[config.mk]
export PLATFORM = sky130hd
export DESIGN_NAME = riscv_multicycle_ctrl
export DESIGN_NICKNAME = d
export VERILOG_FILES = /design/src/rtl/riscv_ctrl_pkg.sv /design/src/rtl/alu_decoder.sv /design/src/rtl/riscv_multicycle_ctrl.sv
export SDC_FILE = /design/constraint.sdc
export NUM_CORES = 1
export LEC_CHECK = 0
export BUFFER_PORTS_ARGS = -buffer_cell sky130_fd_sc_hd__clkbuf_2
export CORE_UTILIZATION = 25
export DETAILED_ROUTE_END_ITERATION = 16
export SYNTH_ARGS = -nofsm -noshare
export SYNTH_HDL_FRONTEND = slang
export SYNTH_SLANG_ARGS = --single-unit
[constraint.sdc]
create_clock -name clk -period 1.81 [get_ports clk]
set_input_delay 0.0905 -clock clk [delete_from_list [all_inputs] [get_ports clk]]
set_output_delay 0.0905 -clock clk [all_outputs]
set_load 0.01 [all_outputs]
[src/rtl/riscv_ctrl_pkg.sv]
// ---------------------------------------------------------------------------
// riscv_ctrl_pkg : state, opcode, ALU and datapath-select encodings for the
//                  multicycle RISC-V controller.                 Rev 1.0
// ---------------------------------------------------------------------------
`default_nettype none

package riscv_ctrl_pkg;

  typedef enum logic [3:0] {
    S_FETCH    = 4'd0,
    S_DECODE   = 4'd1,
    S_MEMADR   = 4'd2,
    S_MEMREAD  = 4'd3,
    S_MEMWB    = 4'd4,
    S_MEMWRITE = 4'd5,
    S_EXECR    = 4'd6,
    S_EXECI    = 4'd7,
    S_ALUWB    = 4'd8,
    S_BRANCH   = 4'd9,
    S_JAL      = 4'd10,
    S_ILLEGAL  = 4'd11
  } state_t;

  localparam logic [2:0] ALUCTL_ADD = 3'b000;
  localparam logic [2:0] ALUCTL_SUB = 3'b001;
  localparam logic [2:0] ALUCTL_AND = 3'b010;
  localparam logic [2:0] ALUCTL_OR  = 3'b011;
  localparam logic [2:0] ALUCTL_SLT = 3'b101;

  localparam logic [1:0] ALUOP_ADD   = 2'b00;
  localparam logic [1:0] ALUOP_SUB   = 2'b01;
  localparam logic [1:0] ALUOP_FUNCT = 2'b10;

  localparam logic [6:0] OP_LOAD   = 7'b0000011;
  localparam logic [6:0] OP_STORE  = 7'b0100011;
  localparam logic [6:0] OP_RTYPE  = 7'b0110011;
  localparam logic [6:0] OP_ITYPE  = 7'b0010011;
  localparam logic [6:0] OP_BRANCH = 7'b1100011;
  localparam logic [6:0] OP_JAL    = 7'b1101111;

  localparam logic [1:0] IMM_I = 2'b00;
  localparam logic [1:0] IMM_S = 2'b01;
  localparam logic [1:0] IMM_B = 2'b10;
  localparam logic [1:0] IMM_J = 2'b11;

  localparam logic [1:0] SRCA_PC    = 2'b00;
  localparam logic [1:0] SRCA_OLDPC = 2'b01;
  localparam logic [1:0] SRCA_RS1   = 2'b10;

  localparam logic [1:0] SRCB_RS2  = 2'b00;
  localparam logic [1:0] SRCB_IMM  = 2'b01;
  localparam logic [1:0] SRCB_FOUR = 2'b10;

  localparam logic [1:0] RES_ALUOUT = 2'b00;
  localparam logic [1:0] RES_MEM    = 2'b01;
  localparam logic [1:0] RES_ALU    = 2'b10;

  // Only add/sub, slt, or and and are implemented for R/I-type arithmetic.
  function automatic logic alu_funct3_ok(input logic [2:0] f3);
    return (f3 == 3'b000) || (f3 == 3'b010) || (f3 == 3'b110) || (f3 == 3'b111);
  endfunction

endpackage

`default_nettype wire

[src/rtl/alu_decoder.sv]
// ---------------------------------------------------------------------------
// alu_decoder : maps (alu_op, funct3, funct7b5, op5) onto alu_control.
//                                                                Rev 1.0
// ---------------------------------------------------------------------------
`default_nettype none

module alu_decoder
  import riscv_ctrl_pkg::*;
(
  input  logic [1:0] alu_op,
  input  logic [2:0] funct3,
  input  logic       funct7b5,
  input  logic       op5,
  output logic [2:0] alu_control
);

  always_comb begin
    alu_control = ALUCTL_ADD;
    case (alu_op)
      ALUOP_ADD: alu_control = ALUCTL_ADD;
      ALUOP_SUB: alu_control = ALUCTL_SUB;
      ALUOP_FUNCT: begin
        case (funct3)
          // addi never subtracts: funct7b5 is part of its immediate
          3'b000:  alu_control = (op5 & funct7b5) ? ALUCTL_SUB : ALUCTL_ADD;
          3'b010:  alu_control = ALUCTL_SLT;
          3'b110:  alu_control = ALUCTL_OR;
          3'b111:  alu_control = ALUCTL_AND;
          default: alu_control = ALUCTL_ADD;
        endcase
      end
      default: alu_control = ALUCTL_ADD;
    endcase
  end

endmodule

`default_nettype wire

[src/rtl/riscv_multicycle_ctrl.sv]
// ---------------------------------------------------------------------------
// riscv_multicycle_ctrl : multicycle main controller FSM with branch resolution.
// Optional feature macro: BRANCH_EXT_EN (full bne/blt/bge/bltu/bgeu support). Rev 1.0
// ---------------------------------------------------------------------------
`default_nettype none

module riscv_multicycle_ctrl
  import riscv_ctrl_pkg::*;
(
  input  logic       clk,
  input  logic       rst,
  input  logic [6:0] op,
  input  logic [2:0] funct3,
  input  logic       funct7b5,
  input  logic       zero,
  input  logic       n,
  input  logic       c,
  input  logic       v,
  output logic       pc_write,
  output logic       adr_src,
  output logic       mem_write,
  output logic       ir_write,
  output logic [1:0] result_src,
  output logic [1:0] alu_src_a,
  output logic [1:0] alu_src_b,
  output logic [1:0] imm_src,
  output logic [2:0] alu_control,
  output logic       reg_write,
  output logic       illegal
);

  state_t     state;
  state_t     next_state;
  logic [1:0] alu_op;
  logic [2:0] alu_dec;
  logic       taken;
  logic       branch_ok;

`ifdef BRANCH_EXT_EN
  always_comb begin
    taken = 1'b0;
    case (funct3)
      3'b000:  taken = zero;
      3'b001:  taken = ~zero;
      3'b100:  taken = n ^ v;
      3'b101:  taken = ~(n ^ v);
      3'b110:  taken = ~c;
      3'b111:  taken = c;
      default: taken = 1'b0;
    endcase
  end
  assign branch_ok = (funct3 != 3'b010) && (funct3 != 3'b011);
`else
  logic unused_flags;
  assign unused_flags = n ^ c ^ v;
  assign taken        = zero;
  assign branch_ok    = (funct3 == 3'b000);
`endif

  always_ff @(posedge clk) begin
    if (rst) begin
      state   <= S_FETCH;
      illegal <= 1'b0;
    end else begin
      state <= next_state;
      if (next_state == S_ILLEGAL)
        illegal <= 1'b1;
    end
  end

  always_comb begin
    next_state = state;
    case (state)
      S_FETCH:  next_state = S_DECODE;
      S_DECODE: begin
        case (op)
          OP_LOAD, OP_STORE: next_state = S_MEMADR;
          OP_RTYPE:  next_state = alu_funct3_ok(funct3) ? S_EXECR : S_ILLEGAL;
          OP_ITYPE:  next_state = alu_funct3_ok(funct3) ? S_EXECI : S_ILLEGAL;
          OP_BRANCH: next_state = branch_ok ? S_BRANCH : S_ILLEGAL;
          OP_JAL:    next_state = S_JAL;
          default:   next_state = S_ILLEGAL;
        endcase
      end
      S_MEMADR:   next_state = op[5] ? S_MEMWRITE : S_MEMREAD;
      S_MEMREAD:  next_state = S_MEMWB;
      S_EXECR,
      S_EXECI:    next_state = S_ALUWB;
      S_MEMWB,
      S_MEMWRITE,
      S_ALUWB,
      S_BRANCH,
      S_JAL:      next_state = S_FETCH;
      S_ILLEGAL:  next_state = S_ILLEGAL;
      default:    next_state = S_FETCH;
    endcase
  end

  alu_decoder u_alu_decoder (
    .alu_op      (alu_op),
    .funct3      (funct3),
    .funct7b5    (funct7b5),
    .op5         (op[5]),
    .alu_control (alu_dec)
  );

  // Moore decode; reset overrides every enable and select in the same cycle.
  always_comb begin
    pc_write   = 1'b0;
    adr_src    = 1'b0;
    mem_write  = 1'b0;
    ir_write   = 1'b0;
    reg_write  = 1'b0;
    result_src = RES_ALUOUT;
    alu_src_a  = SRCA_PC;
    alu_src_b  = SRCB_RS2;
    alu_op     = ALUOP_ADD;
    case (op)
      OP_STORE:  imm_src = IMM_S;
      OP_BRANCH: imm_src = IMM_B;
      OP_JAL:    imm_src = IMM_J;
      default:   imm_src = IMM_I;
    endcase
    case (state)
      S_FETCH: begin
        ir_write   = 1'b1;
        pc_write   = 1'b1;
        alu_src_b  = SRCB_FOUR;
        result_src = RES_ALU;
      end
      S_DECODE: begin
        alu_src_a = SRCA_OLDPC;
        alu_src_b = SRCB_IMM;
      end
      S_MEMADR: begin
        alu_src_a = SRCA_RS1;
        alu_src_b = SRCB_IMM;
      end
      S_MEMREAD:  adr_src = 1'b1;
      S_MEMWB: begin
        result_src = RES_MEM;
        reg_write  = 1'b1;
      end
      S_MEMWRITE: begin
        adr_src   = 1'b1;
        mem_write = 1'b1;
      end
      S_EXECR: begin
        alu_src_a = SRCA_RS1;
        alu_op    = ALUOP_FUNCT;
      end
      S_EXECI: begin
        alu_src_a = SRCA_RS1;
        alu_src_b = SRCB_IMM;
        alu_op    = ALUOP_FUNCT;
      end
      S_ALUWB:    reg_write = 1'b1;
      S_BRANCH: begin
        alu_src_a = SRCA_RS1;
        alu_op    = ALUOP_SUB;
        pc_write  = taken;
      end
      S_JAL: begin
        alu_src_a = SRCA_OLDPC;
        alu_src_b = SRCB_FOUR;
        pc_write  = 1'b1;
        reg_write = 1'b1;
      end
      default: ;
    endcase
    alu_control = alu_dec;
    if (rst) begin
      pc_write    = 1'b0;
      adr_src     = 1'b0;
      mem_write   = 1'b0;
      ir_write    = 1'b0;
      reg_write   = 1'b0;
      result_src  = 2'b00;
      alu_src_a   = 2'b00;
      alu_src_b   = 2'b00;
      imm_src     = 2'b00;
      alu_control = 3'b000;
    end
  end

endmodule

`default_nettype wire

== After elaboration in Yosys (flattened, before gate mapping) ==
Index checks and enable logic that the tools add are counted.

* Bits in registers: 5
* Logic and storage cells: 68
* Output and inout port bits: 17

* Reductions and logical operators: 13
* Bitwise logic cells: 1
* Mux-type cells: 29
* Equality and inequality tests: 23

{| class="wikitable"
|+ Operator list
! cell !! number
|-
| 4-bit case mux with 6 select lines || 1
|-
| 4-bit == test, second input constant || 5
|-
| 4-bit case mux with 5 select lines || 1
|-
| 4-bit by 3-bit == test with 1-bit output, second input constant || 4
|-
| 2-bit case mux with 2 select lines || 4
|-
| 7-bit by 6-bit == test with 1-bit output, second input constant || 2
|-
| 7-bit == test, second input constant || 2
|-
| 3-bit case mux with 4 select lines || 1
|-
| 1-bit 2-to-1 mux || 10
|-
| 2-bit 2-to-1 mux || 5
|-
| 2-bit OR reduction || 5
|-
| 4-bit by 2-bit == test with 1-bit output, second input constant || 2
|-
| 4-bit 2-to-1 mux || 2
|-
| 7-bit by 2-bit == test with 1-bit output, second input constant || 1
|-
| 7-bit by 5-bit == test with 1-bit output, second input constant || 1
|-
| 3-bit == test, second input constant || 2
|-
| 3-bit 2-to-1 mux || 2
|-
| 2-bit case mux with 3 select lines || 1
|-
| 3-bit case mux with 2 select lines || 1
|-
| 3-bit OR reduction || 2
|-
| 4-bit by 1-bit == test with 1-bit output, second input constant || 1
|-
| 4-bit logical NOT || 1
|-
| 4-bit OR reduction || 1
|-
| 3-bit by 2-bit == test with 1-bit output, second input constant || 1
|-
| other kinds (6) || 8
|}

== Depth between registers and ports, before layout ==
* Word-level depth: 8
* Gate-level depth with buffers: 9

== By module ==
From an unflattened synthesis, not the netlist that was laid out.

* Cell total of the unflattened synthesis: 105
* Area total of the unflattened synthesis: 764.5 µm²

{| class="wikitable"
|+ Modules (own cells, without submodules)
! module !! times used !! area each (µm²) !! cells each
|-
| riscv_multicycle_ctrl || 1 || 668.1 || 94
|-
| alu_decoder || 1 || 96.3 || 11
|}

== Worst setup path after synthesis ==
Ideal clock, no wire load.

* Path type: reg-to-output
* From: reg state[2]
* To: out alu_control[2]
* Arrival: 1624 ps
* Cell stages (with the launch flop): 7
* Required time: 1719 ps
* Setup slack: 96 ps
* Cells stage by stage: dfxtp_1 -> clkbuf_1 -> inv_2 -> nor2_1 -> nand2_1 -> ha_1 -> nor4_1

* Cells in the longest elaborated chain, start to end: 6
* Elaborated cells between the ends (all ways): 9

{| class="wikitable"
|+ Ends and longest elaborated chain
! what !! RTL line !! source
|-
| start, declared || riscv_multicycle_ctrl.sv:32 || <nowiki>state_t state;</nowiki>
|-
| start signal, assigned || riscv_multicycle_ctrl.sv:65 || <nowiki>state <= next_state;</nowiki>
|-
| 4-bit by 3-bit == test with 1-bit output || riscv_multicycle_ctrl.sv:124 || <nowiki>case (state)</nowiki>
|-
| 2-bit OR reduction (no line) || - ||
|-
| 2-bit case mux with 2 select lines * || riscv_multicycle_ctrl.sv:124 ||
|-
| 2-bit == test or 2-bit by 1-bit == test with 1-bit output (tied branches) || alu_decoder.sv:19 || <nowiki>case (alu_op)</nowiki>
|-
| 3-bit case mux with 2 select lines * || alu_decoder.sv:19 ||
|-
| 3-bit 2-to-1 mux * || riscv_multicycle_ctrl.sv:172 || <nowiki>if (rst) begin</nowiki>
|-
| end, declared || riscv_multicycle_ctrl.sv:27 || <nowiki>output logic [2:0] alu_control,</nowiki>
|}

Mark *: on every way between the ends. The rest lies on a longest branch, timed or not.

== Final worst setup path ==
* From: reg state[3]
* To: out alu_control[0]

The elaborated chain is that of the path after synthesis.

==> flow_summary.ini <==
[critical_path]
critPathMaxFanout = 3
worstPathArrival_ns = 1.66
worstSetupEndpointType = output pin
slowest_stage = dfxtp_4
cp_top_family = simple AND/OR/NAND/NOR gates
path_cells = nand2_4 -> nor3_2 -> buf_4 -> inv_1 -> ha_2 -> nor3b_2 -> nor2_1 -> nor3_1 -> buf_2
worstPathRequired_ns = 1.72
worstSetupStartpointType = flop
max_stage_delay_ns = 0.36
path_class = flop to output pin
worstPathBufferInverterCount = 3

[die]
rows = 17
die_height_um = 51.32
core_um2 = 2255
fp.dieW_um = 51.32
initial_utilization_pct = 26.97
die_area_um2 = 2634
ios = 34

[logic_synthesis]
synth_top_cell_by_area = dfxtp_1
synth_area_leaders = dfxtp_1, nor3_1, nor4_1
synth_flop_cell = dfxtp_1
synthArstFlopShare_pct = 0
yosysWarnings = 0
syn_inst = 92
ys_seq_elements = 5
syn_area_um2 = 608.1
syn_area_per_cell_um2 = 6.610
synth_edf_count = 0
netlist.area_leader.share_pct = 16.46
synth-seq-area-share_pct = 16.46
synth.distinct_cells = 33
synthesis.nets = 111

[layout]
diodes = 0
nFillCells = 245
fin_nets = 152
drive_gt1_share_pct = 46.97
syn2layout_area_growth_pct = 54.73

[placed_design]
io_buffer_count = 30
dp_hpwl_mm = 1.345
place_congestion = 0.8130
place_ws_ns = 0.2465

[sta]
min_period_over_period_pct = 96.81
setup_violations = 0
max_freq_ghz = 0.5707
tightest_slew_ns = 0.3740
fin_hold_ws_ns = 0.1748
fin_crit_ns = 1.752
finalHoldViolCount = 0
worst_slack_ns = 0.05768
relSlewSlack_pct = 74.84
drv_slew = 0
skew_ns = 0.002693
rsz0062_at_grt = true

[drt]
remaining_drc_errors = 0
first_pass_iters = 4
drtIter0Drc = 12
wirelength_mm = 1.898
vias = 817
ant_nets = 0
via_per_inst = 5.106
post_drt_wl_per_cell_um = 11.86

[hold_path]
hp-class = input port to flop

[pwr]
leakagePower_nw = 0.4471
p_per_area_nw_per_um2 = 622.7
ir_drop_v = 0.0003670

[clocking]
clk_latency_ns = 0.24
cts_buffers = 3
clkSinkCount = 5
cts_tree = built
clock_path_buffers = 2
clockRootBuffer = clkbuf_4
clk_pin_slew_ns = 0.04
cts_max_level = 1

[run_status]
status = finished, final reports clean

[grt]
grt_overflow = 0
grt_pass1_wl_mm = 2.842
antenna_found_initial = 0
grt_usage_pct = 14.31
grt_max_degree = 17
grt_pass1_vias = 674

[job]
cap_violations = 0
[cells in the final DEF, fill, tap and decap left out, types with 3 or more instances in the layout]
cell type	Yosys	final
clkbuf_2	0	29
nand2_1	6	5
nor2_1	9	8
nor4_1	6	5
o21ai_0	4	4
a21oi_1	7	7
inv_1	8	8
buf_4	1	13
clkbuf_4	0	3
nor3_1	8	6
a31oi_1	3	3
[final timing paths]
path                                        endpoint  cells after the start                 start  slack [ns]
worst max-delay path                  alu_control[0]                      9   state[3]$_SDFF_PP0_        0.06
worst min-delay path             state[2]$_SDFF_PP0_                      3                   rst        0.17
worst max register to register  illegal$_SDFFE_PP0N_                      6   state[3]$_SDFF_PP0_        0.14
worst min register to register  illegal$_SDFFE_PP0N_                      2  illegal$_SDFFE_PP0N_        0.47
[cell families after synthesis]
family | Yosys count | synth area share, %
flops | 5 | 16.46
buf+inv | 17 | 11.73
simple gates | 45 | 41.36
compound gates | 20 | 22.02
fa+ha+maj | 2 | 4.115
xor+xnor | 3 | 4.322
[worst min-delay path, cell delays in order]
cell      delay, ns
clkbuf_2       0.09
or3_4          0.14
nor3_1         0.05
[through the flow]
stage               power (mW)  cell area [um2]  TNS [ns]  cells  utilization, %
finish                  0.5859            940.9         0    160           41.73
global route            0.6386            940.9  -0.06695    160           41.73
CTS                     0.5435            845.8         0    153           37.51
detailed placement      0.4085            808.3         0    149           35.85
global placement        0.4034            808.3         0    149           35.85
floorplan               0.3199            608.1         0     92               -
[final cells by class]
| cell class | instances | area (um2) | area share [%] |
|---|---|---|---|
| timing repair buffer | 44 | 262.8 | 27.93 |
| sequential | 5 | 110.1 | 11.70 |
| inverter | 9 | 36.28 | 3.856 |
| clock buffer | 4 | 26.28 | 2.793 |
| multi-input combinational | 70 | 470.5 | 50.00 |
| tap | 28 | 35.03 | 3.723 |
[where the power goes]
group | internal, mW | switching (mW) | total [mW] | leakage [nW]
Sequential | 0.128 | 0.0162 | 0.144 | 0.0431
Clock | 0.0831 | 0.0424 | 0.126 | 0.0150
Combinational | 0.148 | 0.168 | 0.316 | 0.389
[timing repair]
action                     4_1_cts  5_1_grt
setup endpoints to repair        2        2
hold endpoints to repair         0        0
setup buffers                    0        7
gates resized for setup          2       16
pin swaps                        0        7
hold buffers                     0        0
[cell usage after synthesis (all sizes together) (3+ instances only)]
| cell type | number |
|---|---|
| a21oi | 7 |
| a31oi | 3 |
| buf | 4 |
| clkbuf | 4 |
| dfxtp | 5 |
| inv | 9 |
| nand2 | 6 |
| nor2 | 9 |
| nor3 | 8 |
| nor4 | 6 |
| o21ai | 4 |
[routing by layer]
metal  track usage (%)  vias up  share of wire (%)
met1             16.46      378                 42
met3             2.976        2                4.8
met4             8.108        0               0.63
li1                  -      416                  -
met2             24.34       21                 53
met5                 0        -                  0
[state kept, by name (all words and copies together) (netlist names)]
name and count:
illegal 1, state 4
Power figures use the tool's default switching activity.
